`src/rtl/alu_pkg.sv`:
```
`default_nettype none
// ============================================================================
// Module      : alu_pkg
// Description : Opcode constants shared by the ALU and its arbiter, the
//               arbiter sequencer state encoding, and the opcode-support
//               predicate.
// Revision    : 1.0 - initial release
// ============================================================================
package alu_pkg;

  localparam int ALU_OP_W = 4;

  localparam logic [ALU_OP_W-1:0] OP_ADD  = 4'b0000;
  localparam logic [ALU_OP_W-1:0] OP_SUB  = 4'b0001;
  localparam logic [ALU_OP_W-1:0] OP_MUL  = 4'b0010;
  localparam logic [ALU_OP_W-1:0] OP_SLL  = 4'b0100;
  localparam logic [ALU_OP_W-1:0] OP_SRA  = 4'b0101;
  localparam logic [ALU_OP_W-1:0] OP_NAND = 4'b1100;
  localparam logic [ALU_OP_W-1:0] OP_SLT  = 4'b1110;
  localparam logic [ALU_OP_W-1:0] OP_EQ   = 4'b1111;

  typedef enum logic [1:0] {
    ST_IDLE = 2'd0,
    ST_EXEC = 2'd1,
    ST_RESP = 2'd2
  } arb_state_t;

  // True when the ALU implements the opcode; anything else is answered
  // with an error response and the ALU is never enabled for it.
  function automatic logic op_supported(input logic [ALU_OP_W-1:0] op);
    case (op)
      OP_ADD, OP_SUB, OP_MUL, OP_SLL,
      OP_SRA, OP_NAND, OP_SLT, OP_EQ: return 1'b1;
      default:                        return 1'b0;
    endcase
  endfunction

endpackage
`default_nettype wire

```
`src/rtl/rr_arb2.sv`:
```
`default_nettype none
// ============================================================================
// Module      : rr_arb2
// Description : Combinational two-way round-robin grant.
//               A lone requester always wins; on a tie the requester that
//               was not granted last wins.
// Ports       : req[1:0]    in  - request valids (bit N = requester N)
//               last_grant  in  - index of the previously served requester
//               gnt_valid   out - at least one requester is valid
//               gnt_idx     out - index of the winning requester
// Revision    : 1.0 - initial release
// ============================================================================
module rr_arb2 (
  input  logic [1:0] req,
  input  logic       last_grant,
  output logic       gnt_valid,
  output logic       gnt_idx
);

  always_comb begin
    gnt_valid = |req;
    if (&req) begin
      gnt_idx = ~last_grant;
    end else begin
      gnt_idx = req[1];
    end
  end

endmodule
`default_nettype wire

```
`src/rtl/alu_arbiter.sv`:
```
`default_nettype none
// ============================================================================
// Module      : alu_arbiter
// Description : Shares one external 8-bit ALU between two requesters.
//               A request is accepted in IDLE, the ALU is enabled for one
//               EXEC cycle, and the captured result is held in RESP until
//               the winning requester consumes it.
// Ports       : clk, rst                      - clock, async active-high reset
//               rN_req_valid/ready/a/b/op     - request channel, N = 0,1
//               rN_rsp_valid/ready            - response channel, N = 0,1
//               rsp_data/hi/lo/flags/err      - shared response payload
//               alu_a/b/op/enable             - ALU drive (registered)
//               alu_out/hi/lo, alu_overflow/lt/eq/zero - ALU results
// Revision    : 1.0 - initial release
// ============================================================================
module alu_arbiter
  import alu_pkg::*;
#(
  parameter int DATA_W = 8,
  parameter int OP_W   = 4
) (
  input  logic              clk,
  input  logic              rst,

  input  logic              r0_req_valid,
  output logic              r0_req_ready,
  input  logic [DATA_W-1:0] r0_req_a,
  input  logic [DATA_W-1:0] r0_req_b,
  input  logic [OP_W-1:0]   r0_req_op,
  output logic              r0_rsp_valid,
  input  logic              r0_rsp_ready,

  input  logic              r1_req_valid,
  output logic              r1_req_ready,
  input  logic [DATA_W-1:0] r1_req_a,
  input  logic [DATA_W-1:0] r1_req_b,
  input  logic [OP_W-1:0]   r1_req_op,
  output logic              r1_rsp_valid,
  input  logic              r1_rsp_ready,

  output logic [DATA_W-1:0] rsp_data,
  output logic [DATA_W-1:0] rsp_hi,
  output logic [DATA_W-1:0] rsp_lo,
  output logic [3:0]        rsp_flags,
  output logic              rsp_err,

  output logic [DATA_W-1:0] alu_a,
  output logic [DATA_W-1:0] alu_b,
  output logic [OP_W-1:0]   alu_op,
  output logic              alu_enable,

  input  logic [DATA_W-1:0] alu_out,
  input  logic [DATA_W-1:0] alu_hi,
  input  logic [DATA_W-1:0] alu_lo,
  input  logic              alu_overflow,
  input  logic              alu_lt,
  input  logic              alu_eq,
  input  logic              alu_zero
);

  arb_state_t        r_state;
  arb_state_t        w_next;

  logic              r_last_grant;
  logic              r_gnt;
  logic [DATA_W-1:0] r_a;
  logic [DATA_W-1:0] r_b;
  logic [OP_W-1:0]   r_op;
  logic              r_alu_en;
  logic              r_rsp_valid0;
  logic              r_rsp_valid1;
  logic [DATA_W-1:0] r_rsp_data;
  logic [DATA_W-1:0] r_rsp_hi;
  logic [DATA_W-1:0] r_rsp_lo;
  logic [3:0]        r_rsp_flags;
  logic              r_rsp_err;

  logic              w_gnt_valid;
  logic              w_gnt_idx;
  logic              w_accept;
  logic              w_rsp_fire;
  logic [DATA_W-1:0] w_sel_a;
  logic [DATA_W-1:0] w_sel_b;
  logic [OP_W-1:0]   w_sel_op;

  rr_arb2 u_arb (
    .req        ({r1_req_valid, r0_req_valid}),
    .last_grant (r_last_grant),
    .gnt_valid  (w_gnt_valid),
    .gnt_idx    (w_gnt_idx)
  );

  // Ready is the only combinational output. It is masked by rst so that
  // both readies read 0 while reset is held, even with valids asserted.
  assign w_accept     = (r_state == ST_IDLE) && w_gnt_valid && !rst;
  assign r0_req_ready = w_accept && !w_gnt_idx;
  assign r1_req_ready = w_accept &&  w_gnt_idx;

  assign w_sel_a  = w_gnt_idx ? r1_req_a  : r0_req_a;
  assign w_sel_b  = w_gnt_idx ? r1_req_b  : r0_req_b;
  assign w_sel_op = w_gnt_idx ? r1_req_op : r0_req_op;

  // Only the latched winner can release the response; the other port's
  // rsp_ready has no effect.
  assign w_rsp_fire = (r_state == ST_RESP) &&
                      (r_gnt ? r1_rsp_ready : r0_rsp_ready);

  // --------------------------------------------------------------------------
  // Sequencer
  // --------------------------------------------------------------------------
  always_ff @(posedge clk or posedge rst) begin
    if (rst) begin
      r_state <= ST_IDLE;
    end else begin
      r_state <= w_next;
    end
  end

  always_comb begin
    w_next = r_state;
    case (r_state)
      ST_IDLE: if (w_accept)   w_next = ST_EXEC;
      ST_EXEC:                 w_next = ST_RESP;
      ST_RESP: if (w_rsp_fire) w_next = ST_IDLE;
      default:                 w_next = ST_IDLE;
    endcase
  end

  // --------------------------------------------------------------------------
  // Operand latch, ALU enable and response capture
  // --------------------------------------------------------------------------
  always_ff @(posedge clk or posedge rst) begin
    if (rst) begin
      r_last_grant <= 1'b1;
      r_gnt        <= 1'b0;
      r_a          <= '0;
      r_b          <= '0;
      r_op         <= '0;
      r_alu_en     <= 1'b0;
      r_rsp_valid0 <= 1'b0;
      r_rsp_valid1 <= 1'b0;
      r_rsp_data   <= '0;
      r_rsp_hi     <= '0;
      r_rsp_lo     <= '0;
      r_rsp_flags  <= '0;
      r_rsp_err    <= 1'b0;
    end else begin
      case (r_state)
        ST_IDLE: begin
          if (w_accept) begin
            r_a      <= w_sel_a;
            r_b      <= w_sel_b;
            r_op     <= w_sel_op;
            r_gnt    <= w_gnt_idx;
            // Enable is registered so it is high for exactly the EXEC
            // cycle, and never for an unsupported opcode.
            r_alu_en <= op_supported(w_sel_op);
          end
        end
        ST_EXEC: begin
          r_alu_en     <= 1'b0;
          r_rsp_valid0 <= !r_gnt;
          r_rsp_valid1 <=  r_gnt;
          if (op_supported(r_op)) begin
            r_rsp_data  <= alu_out;
            r_rsp_hi    <= alu_hi;
            r_rsp_lo    <= alu_lo;
            r_rsp_flags <= {alu_overflow, alu_lt, alu_eq, alu_zero};
            r_rsp_err   <= 1'b0;
          end else begin
            r_rsp_data  <= '0;
            r_rsp_hi    <= '0;
            r_rsp_lo    <= '0;
            r_rsp_flags <= '0;
            r_rsp_err   <= 1'b1;
          end
        end
        ST_RESP: begin
          if (w_rsp_fire) begin
            r_rsp_valid0 <= 1'b0;
            r_rsp_valid1 <= 1'b0;
            r_last_grant <= r_gnt;
          end
        end
        default: ;
      endcase
    end
  end

  assign alu_a        = r_a;
  assign alu_b        = r_b;
  assign alu_op       = r_op;
  assign alu_enable   = r_alu_en;
  assign r0_rsp_valid = r_rsp_valid0;
  assign r1_rsp_valid = r_rsp_valid1;
  assign rsp_data     = r_rsp_data;
  assign rsp_hi       = r_rsp_hi;
  assign rsp_lo       = r_rsp_lo;
  assign rsp_flags    = r_rsp_flags;
  assign rsp_err      = r_rsp_err;

endmodule
`default_nettype wire

```
`config.mk`:
```
export PLATFORM = sky130hd
export DESIGN_NAME = alu_arbiter
export DESIGN_NICKNAME = d
export VERILOG_FILES = /design/src/rtl/alu_pkg.sv /design/src/rtl/rr_arb2.sv /design/src/rtl/alu_arbiter.sv
export SDC_FILE = /design/constraint.sdc
export NUM_CORES = 1
export LEC_CHECK = 0
export ABC_AREA = 1
export CORE_ASPECT_RATIO = 1.75
export CORE_UTILIZATION = 40
export CTS_CLUSTER_DIAMETER = 120
export DETAILED_ROUTE_END_ITERATION = 10
export MAX_ROUTING_LAYER = met4
export PLACE_DENSITY = 0.91
export SKIP_CTS_REPAIR_TIMING = 1
export SYNTH_ARGS = -nofsm -noshare
export SYNTH_HDL_FRONTEND = slang
export SYNTH_SLANG_ARGS = --single-unit
```
`constraint.sdc`:
```
create_clock -name clk -period 2.7 [get_ports clk]
set_input_delay 0.27 -clock clk [delete_from_list [all_inputs] [get_ports clk]]
set_output_delay 0.27 -clock clk [all_outputs]
set_load 0.005 [all_outputs]
```
==> impl_results.md <==
* Outcome: complete, no violations
* Syn Inst Count at 290
* Power Dens Cells at between 900 and 1000 mW/mm2
* Peak Freq at between 0.4 and 0.5 GHz
* Routed Wire Length at 6690 um
* Maxcap violations at 0
* Peak VDD IR at ~0.49 mV
* Critical path endpoint category: primary output
* Synth area leader: dfrtp_1
* Nets at approximately 490
* Share of layout cells above drive strength 1 at 9.07%
* DR vias at approximately 2300
* Final setup viols at 0
* Detailed placer's ending HPWL at 5150 um
* Synthesized Nets at about 360
* Metal3 WL at about 280 um
* DRC at 0
* Clock-pin slew on the worst setup and hold paths at 110 ps
* WL/cell at around 13 um
* Lkg Pwr at 1.90 nW
* Total track usage at between 20% and 30%
* Clock sink total at 56
* Die area at ~0.0065 mm2
* Drt first pass iters at 4
* Met1 wire length at approximately 2500 um
* ANT cells at 0
* Non-Filler Instances at ~500
* ANT nets after route at 0
* DR vias/cell at about 4.7
* Final Max Slew Viols at 0
* Main area contributors after synthesis: dfrtp_1 56%, nand2_1 23%, nand3_2 3.2%
* Chip width at ~60 um
* Core Footprint at about 0.006 mm2
* GPL Wtd Cong at slightly above 0.8
* Top sig layer: met4
* Total grt overflow at 0
* Worst skew pair latency at 310 ps
* Synth top area share at roughly 56%
* Die height at 106 um
* Num CTS Buffers at 5
* Max clock buf depth at 2
* Cell count after placement at a little under 500
* Setup TNS at 0 ps
* Global-route wire length before repair at approximately 11000 um
* Sequence of cells on the critical path: nor2_1 -> nand3_4 -> a21oi_4 -> clkdlybuf4s50_1
* Final hold violations at 0
* CP Class: register to primary output
* Tmin final at about 2300 ps
* Port bufs at ~130
* Sequential area share after synthesis at 56.6%
* Final period util at a little over four fifths
* Slew @ Worst Pin at around 950 ps
* Htree depth at 2
* Synth cell types at 23
* Slowest-stage cell, CP: clkdlybuf4s50_1
* Initial antenna violation count at 0
* CP required at ~2400 ps
* Number of global-route vias before repair at 2415
* Layout Skew at 13.0 ps
* Ports at between 100 and 150
* Routed wl met2 at approximately 3700 um
* #FFs+latches synth at between 50 and 60
* Root Buffer: clkbuf_8
* CP startpoint kind: register
* Largest net degree at the start of global routing at between 50 and 60
* CP arrival at between 1500 and 2000 ps
* Relative slew margins at ~37%
* CTS tree: built
* Crit path buf inv count at 1
* Initial Util at a little over two fifths
* Starting DRT DRC Count at 79
* Crit-path max FO at 27
* Layout area overhead at 59.2%
* Hold WC Path Type: input port to register
* Family with the most delay on the worst path: buffers and inverters
* Slowest stage delay, CP at between 500 and 600 ps
* Post-synthesis cell area at roughly 0.0025 mm2
* RSZ-0062 raised after global routing: false
* Avg Synthesized Cell Area at between 8 and 9 um2
* FP Rows at 37
* YS warnings at 0
[cell usage in the layout (no fill, tap or decap)]
master / netlist / final
dfrtp_1: 55 / 55
nand3_1: 14 / 14
clkdlybuf4s50_1: 0 / 127
inv_2: 1 / 2
nor2_4: 1 / 1
a21oi_1: 4 / 4
nand2_2: 10 / 10
clkbuf_1: 4 / 1
a21oi_4: 1 / 1
inv_1: 15 / 14
nor2_1: 6 / 6
o211ai_1: 1 / 1
bufinv_16: 0 / 2
nand3_4: 1 / 1
nand3b_1: 2 / 2
o21ai_0: 7 / 7
dfstp_2: 1 / 1
nand2_1: 149 / 149
a21oi_2: 1 / 1
clkbuf_8: 0 / 5
nor2_2: 1 / 1
buf_4: 2 / 5
nand3_2: 8 / 8
o21a_1: 1 / 1
[registers in the layout, indices dropped and copies added, names as in the netlist, 2 cells and up]
register   flops
rsp_hi         8
rsp_lo         8
alu_b          8
rsp_flags      4
r_state        2
alu_op         4
rsp_data       8
alu_a          8
[routing by layer]
layer,vias up,track usage [%]
met3,11,3.77
met4,0,6.51
met1,1104,23.9
met2,75,41.1
li1,1145,-
met5,-,-
[area by class of cell]
cell class                      instances  area [um2]
Clock buffer                            6        72.6
Clock inverter                          2        60.1
Fill cell                             512        1980
Inverter                               16        60.1
Multi-Input combinational cell        207         940
Sequential cell                        56        1400
Tap cell                               78        97.6
Timing Repair Buffer                  132        1310
[kinds of logic after synthesis]
kind of cell / synth area share [%]
AND/OR/NAND/NOR: 34.1
flip-flops: 56.6
buffers and inverters: 5.41
AO/OA/AOI/OAI: 3.84
[per-stage QoR]
stage                     utilization [%]  setup slack [ps]  hold WS [ps]  power, mW  instance area (um2)
after floorplan                         -               240           380       2.10                 2480
after global placement               64.3               497           461       3.01                 3810
after detailed placement             64.3               478           464       3.08                 3810
after CTS                            66.5               413           476       3.72                 3940
after global routing                 66.5               307           480       3.96                 3940
final                                66.5               448           481       3.68                 3940
[worst register-to-register path: cells and delay by family, from the launching register on]
kind | cells | cell delay (ps)
simple gates | 4 | 660
compound gates | 1 | 240
buf+inv | 1 | 280
flops | 1 | 410
[final timing paths]
check / startpoint / endpoint / slack (ps) / depth (start not counted)
worst max-delay path: r_state[1] / r0_req_ready / 450 / 4
worst min-delay path: alu_overflow / rsp_flags[3] / 480 / 3
worst max register to register: r_state[1] / alu_a[6] / 1040 / 6
worst min register to register: rsp_hi[3] / rsp_hi[3] / 490 / 2
max in group asynchronous: rst / rsp_hi[0] / 1690 / 3
min in group asynchronous: rst / rsp_lo[0] / 530 / 3
[Yosys cell counts]
cell type  instances
o21a_1             1
nand2_2           10
buf_4              2
nor2_4             1
inv_1             15
buf_2              2
nand3_1           14
o21ai_0            7
nand3_4            1
nand3_2            8
o211ai_1           1
buf_6              3
nor2_1             6
dfrtp_1           55
dfstp_2            1
a21oi_1            4
clkbuf_1           4
nor2_2             1
a21oi_2            1
a21oi_4            1
inv_2              1
nand3b_1           2
nand2_1          149
[report_power, final]
| group | internal (mW) | switching (mW) | total [mW] |
|---|---|---|---|
| Sequential | 1.22 | 0.217 | 1.43 |
| Clock | 0.371 | 0.266 | 0.637 |
| Combinational | 0.934 | 0.678 | 1.61 |
Power figures use the tool's default switching activity.
==> RTL edit 1: new RTL, same flow settings <==
Encoding of `arb_state_t`: now one-hot (3 bits for 3 states).
--- a/src/rtl/alu_pkg.sv
+++ b/src/rtl/alu_pkg.sv
@@ -19,10 +19,10 @@
   localparam logic [ALU_OP_W-1:0] OP_SLT  = 4'b1110;
   localparam logic [ALU_OP_W-1:0] OP_EQ   = 4'b1111;
 
-  typedef enum logic [1:0] {
-    ST_IDLE = 2'd0,
-    ST_EXEC = 2'd1,
-    ST_RESP = 2'd2
+  typedef enum logic [2:0] {
+    ST_IDLE = 3'b001,
+    ST_EXEC = 3'b010,
+    ST_RESP = 3'b100
   } arb_state_t;
 
   // True when the ALU implements the opcode; anything else is answered
Function: same outputs for any inputs over 10 cycles, from zero or initial values and one cycle with rst high; not proved beyond that.
==> RTL edit 1 against the unedited design <==
Routed wire length decreased by 0.66%; worst setup slack improved by 39 ps; die area increased by 4.9%; area after synthesis increased by 5.0%; power increased by 11%; critical path depth increased by 2; synthesized cell count increased by 2.4%; design area increased by 5.3%; hold slack got worse by 14 ps; core utilization increased by 0.10 points; sequential cell count increased by 1; largest power group unchanged; highest routed layer unchanged.
==> RTL edit 1: results (changes against the unedited design) <==
[clocking]
cts-htree-levels=3  ; was 2
cts.path.max_buffers=2  ; unchanged
clk_pin_slew_ps=70  ; was 110 ps
numCtsBuffers=9  ; was 5
insertion_delay_ps=330  ; was 310 ps

[yosys]
syn_nets=371  ; was 364
synth_cell_types=28  ; was 23
ys_seq_elements=57  ; was 56
synth.avg_cell_area_um2=8.75  ; was 8.54 um^2
synth-adder-area-share_pct=0  ; unchanged
ys_top_cells_by_area=dfrtp_1, nand2_1, nand3_2  ; unchanged
ys_seq_area_share_pct=55.0  ; was 56.6%
synth_common_cells=nand2_1, dfrtp_1, nand3_1  ; was nand2_1, dfrtp_1, inv_1

[power_and_ir_drop]
ir_drop_uv=662  ; was 487 uV
comb_power_mw=1.67  ; was 1.61 mW
p_int_mw=2.85  ; was 2.52 mW
power.total_mw=4.10  ; was 3.68 mW
seqPwrFrac_pct=37.2  ; was 38.9%

[critical_path]
r2r_end=rsp_lo[4]  ; was alu_a[6]
reg2reg_from=r_state[2]  ; was r_state[1]
crit_fanout=9  ; was 27
arrival_ps=1940  ; was 1980 ps
rrSetupSlack_ps=820  ; was 1040 ps
cpPeakStageDelay_ps=700  ; was 530 ps
critPathLaunch=r1_req_valid  ; was r_state[1]

[global_routing]
grt_start_max_net_pins=58  ; was 57
grt_pass1_wl_um=11100  ; was 10800 um
grt_pass1_vias=2485  ; was 2415
grtUsageTotal_pct=21.7  ; was 22.6%

[placement]
hpwl_um=4900  ; was 5150 um
dp_slack_ps=490  ; was 478 ps

[cells_and_area]
seq_share_pct=34.4  ; was 35.6%
clock_area_share_pct=5.55  ; was 3.37%
multi_input_area_share_pct=24.5  ; was 23.8%
nClkBuffers=12  ; was 6
drive_above_1_share_pct=11.8  ; was 9.07%
fillers=496  ; was 512

[sta]
timing.slew.headroom_pct=53.1  ; was 36.7%

[drt]
drt_wl_total_um=6640  ; was 6690 um
vias=2412  ; was 2335
drtIter0Drc=87  ; was 79

[status]
status=completed  ; unchanged

[RTL edit 1: cell types whose count changed after synthesis, sizes merged, moves of 3 or more]
cell    before  now
a21oi        6    1
clkbuf       4    1
buf          7   10
o21ai        7   11
nand2      159  163
[RTL edit 1: per-stage QoR]
stage                     area, um^2  hold slack, ps  util (%)
after floorplan                 2600             380         -
after global placement          3920             461      62.9
final                           4150             467      66.6
after detailed placement        3920             467      62.9
after global routing            4150             476      66.6
after CTS                       4150             458      66.6
[RTL edit 1: routing by layer]
metal	share of wire, %	wire (um)	up-vias	GRT usage [%]
li1	-	-	1187	-
met1	38	2520	1115	22.3
met2	55	3650	98	39.4
met3	5.1	337	12	3.87
met4	1.9	129	0	10.1
met5	0	0	-	-
[RTL edit 1: worst max-delay path by stage]
stage / to / cells past startpoint
6_report: r1_req_ready / 6
5_1_grt: r1_req_ready / 6
2_1_floorplan: r0_req_ready / 6
3_3_place_gp: r1_req_ready / 6
3_5_place_dp: r1_req_ready / 6
4_1_cts: r1_req_ready / 6
==> RTL edit 2: new RTL, config.mk and constraints unchanged <==
Made on the original files. Set the parameter `DATA_W` to 12 (it was 8).
--- a/src/rtl/alu_arbiter.sv
+++ b/src/rtl/alu_arbiter.sv
@@ -16,7 +16,7 @@
 module alu_arbiter
   import alu_pkg::*;
 #(
-  parameter int DATA_W = 8,
+  parameter int DATA_W = 12,
   parameter int OP_W   = 4
 ) (
   input  logic              clk,
Ports: changed (12 resized); port bits go from 128 to 176. The function was not compared with the original's and may differ.
==> RTL edit 2 against the unedited design <==
Design area increased by 34%; routed wire length increased by 42%; clock power increased by 82%; sequential cell count increased by 20; largest power group unchanged; synthesized cell count increased by 31%; register-to-register slack got worse by 140 ps; power increased by 42%; area after synthesis increased by 28%; worst setup slack improved by 33 ps; combinational power increased by 32%; first-iteration DRC count increased to 3.4 times the old value; clock skew decreased by 6.6 ps.
==> RTL edit 2: results (changes against the unedited design) <==
[min_path]
hold_class=in2async  ; was in2reg

[global_routing]
grtUsageTotal_pct=24.4  ; was 22.6%
grt_pass1_wl_um=15400  ; was 10800 um
grt_start_max_net_pins=46  ; was 57
grt_pass1_vias=3293  ; was 2415

[cells_and_area]
multi_input_area_share_pct=21.5  ; was 23.8%
multi_input_gates=275  ; was 207
n_all_buffers=181  ; was 132
clock_area_share_pct=5.40  ; was 3.37%
layout.nets=659  ; was 492
buf_share_pct=34.0  ; was 33.2%
n_all_inverters=14  ; was 16
area_delta_synth_final_pct=66.7  ; was 59.2%
seq_cell_count=76  ; was 56
seq_share_pct=36.0  ; was 35.6%

[yosys]
synth_xor_area_share_pct=0  ; unchanged
synth.avg_cell_area_um2=8.34  ; was 8.54 um^2
synth_cell_types=19  ; was 23
syn_nets=482  ; was 364
synth_compound_area_share_pct=2.53  ; was 3.84%
synth_most_common_cell=nand2_1  ; unchanged
ys_top_cells_by_area=dfrtp_1, nand2_1, nand3_1  ; was dfrtp_1, nand2_1, nand3_2
synth_common_cells=nand2_1, dfrtp_1, nand3_1  ; was nand2_1, dfrtp_1, inv_1

[status]
status=completed  ; unchanged

[clocking]
numCtsBuffers=9  ; was 5
insertion_delay_ps=330  ; was 310 ps
clk_pin_slew_ps=50  ; was 110 ps
cts-root-buf=clkbuf_16  ; was clkbuf_8
cts-htree-levels=3  ; was 2

[power_and_ir_drop]
ir_drop_uv=542  ; was 487 uV
switchingPower_mw=1.61  ; was 1.16 mW
p_comb_share_pct=40.7  ; was 43.8%
leakage_nw=2.53  ; was 1.90 nW
power_sequential_mw=1.94  ; was 1.43 mW

[critical_path]
arrival_ps=1950  ; was 1980 ps
cpPeakStageDelay_ps=570  ; was 530 ps
crit_fanout=12  ; was 27

[sta]
clock_skew_ps=6.43  ; was 13.0 ps
timing.slew.headroom_pct=48.6  ; was 36.7%

[placement]
placed_cells=634  ; was 489
dp_slack_ps=479  ; was 478 ps
place.gp.congestion=0.798  ; was 0.809

[drt]
drt_wl_total_um=9470  ; was 6690 um

RTL edit 2: metrics by stage:
| step | hold WS [ps] | util, % | power, mW |
|---|---|---|---|
| finish | 457 | 69.4 | 5.22 |
| global route | 482 | 69.4 | 5.57 |
| CTS | 463 | 69.4 | 5.28 |
| detailed placement | 465 | 65.6 | 4.09 |
| global placement | 462 | 65.6 | 3.99 |
| floorplan | 380 | - | 2.74 |
RTL edit 2: metal layers:
layer	track usage [%]	vias to the layer above	wire [um]
li1	-	1521	-
met1	25.6	1498	3440
met2	43.0	141	5220
met3	4.28	24	474
met4	13.3	0	334
met5	-	-	0
RTL edit 2: path summary, 6_finish.rpt:
path                              start      endpoint  slack [ps]  cells after the start
min in group clk              alu_lo[4]     rsp_lo[4]         470                      3
max                        r1_req_valid  r0_req_ready         480                      6
min                                 rst     rsp_lo[6]         460                      3
min reg2reg                   rsp_lo[6]     rsp_lo[6]         480                      2
max in group asynchronous           rst     rsp_hi[1]        1370                      4
max reg2reg                  r_state[1]     rsp_hi[7]         900                      6
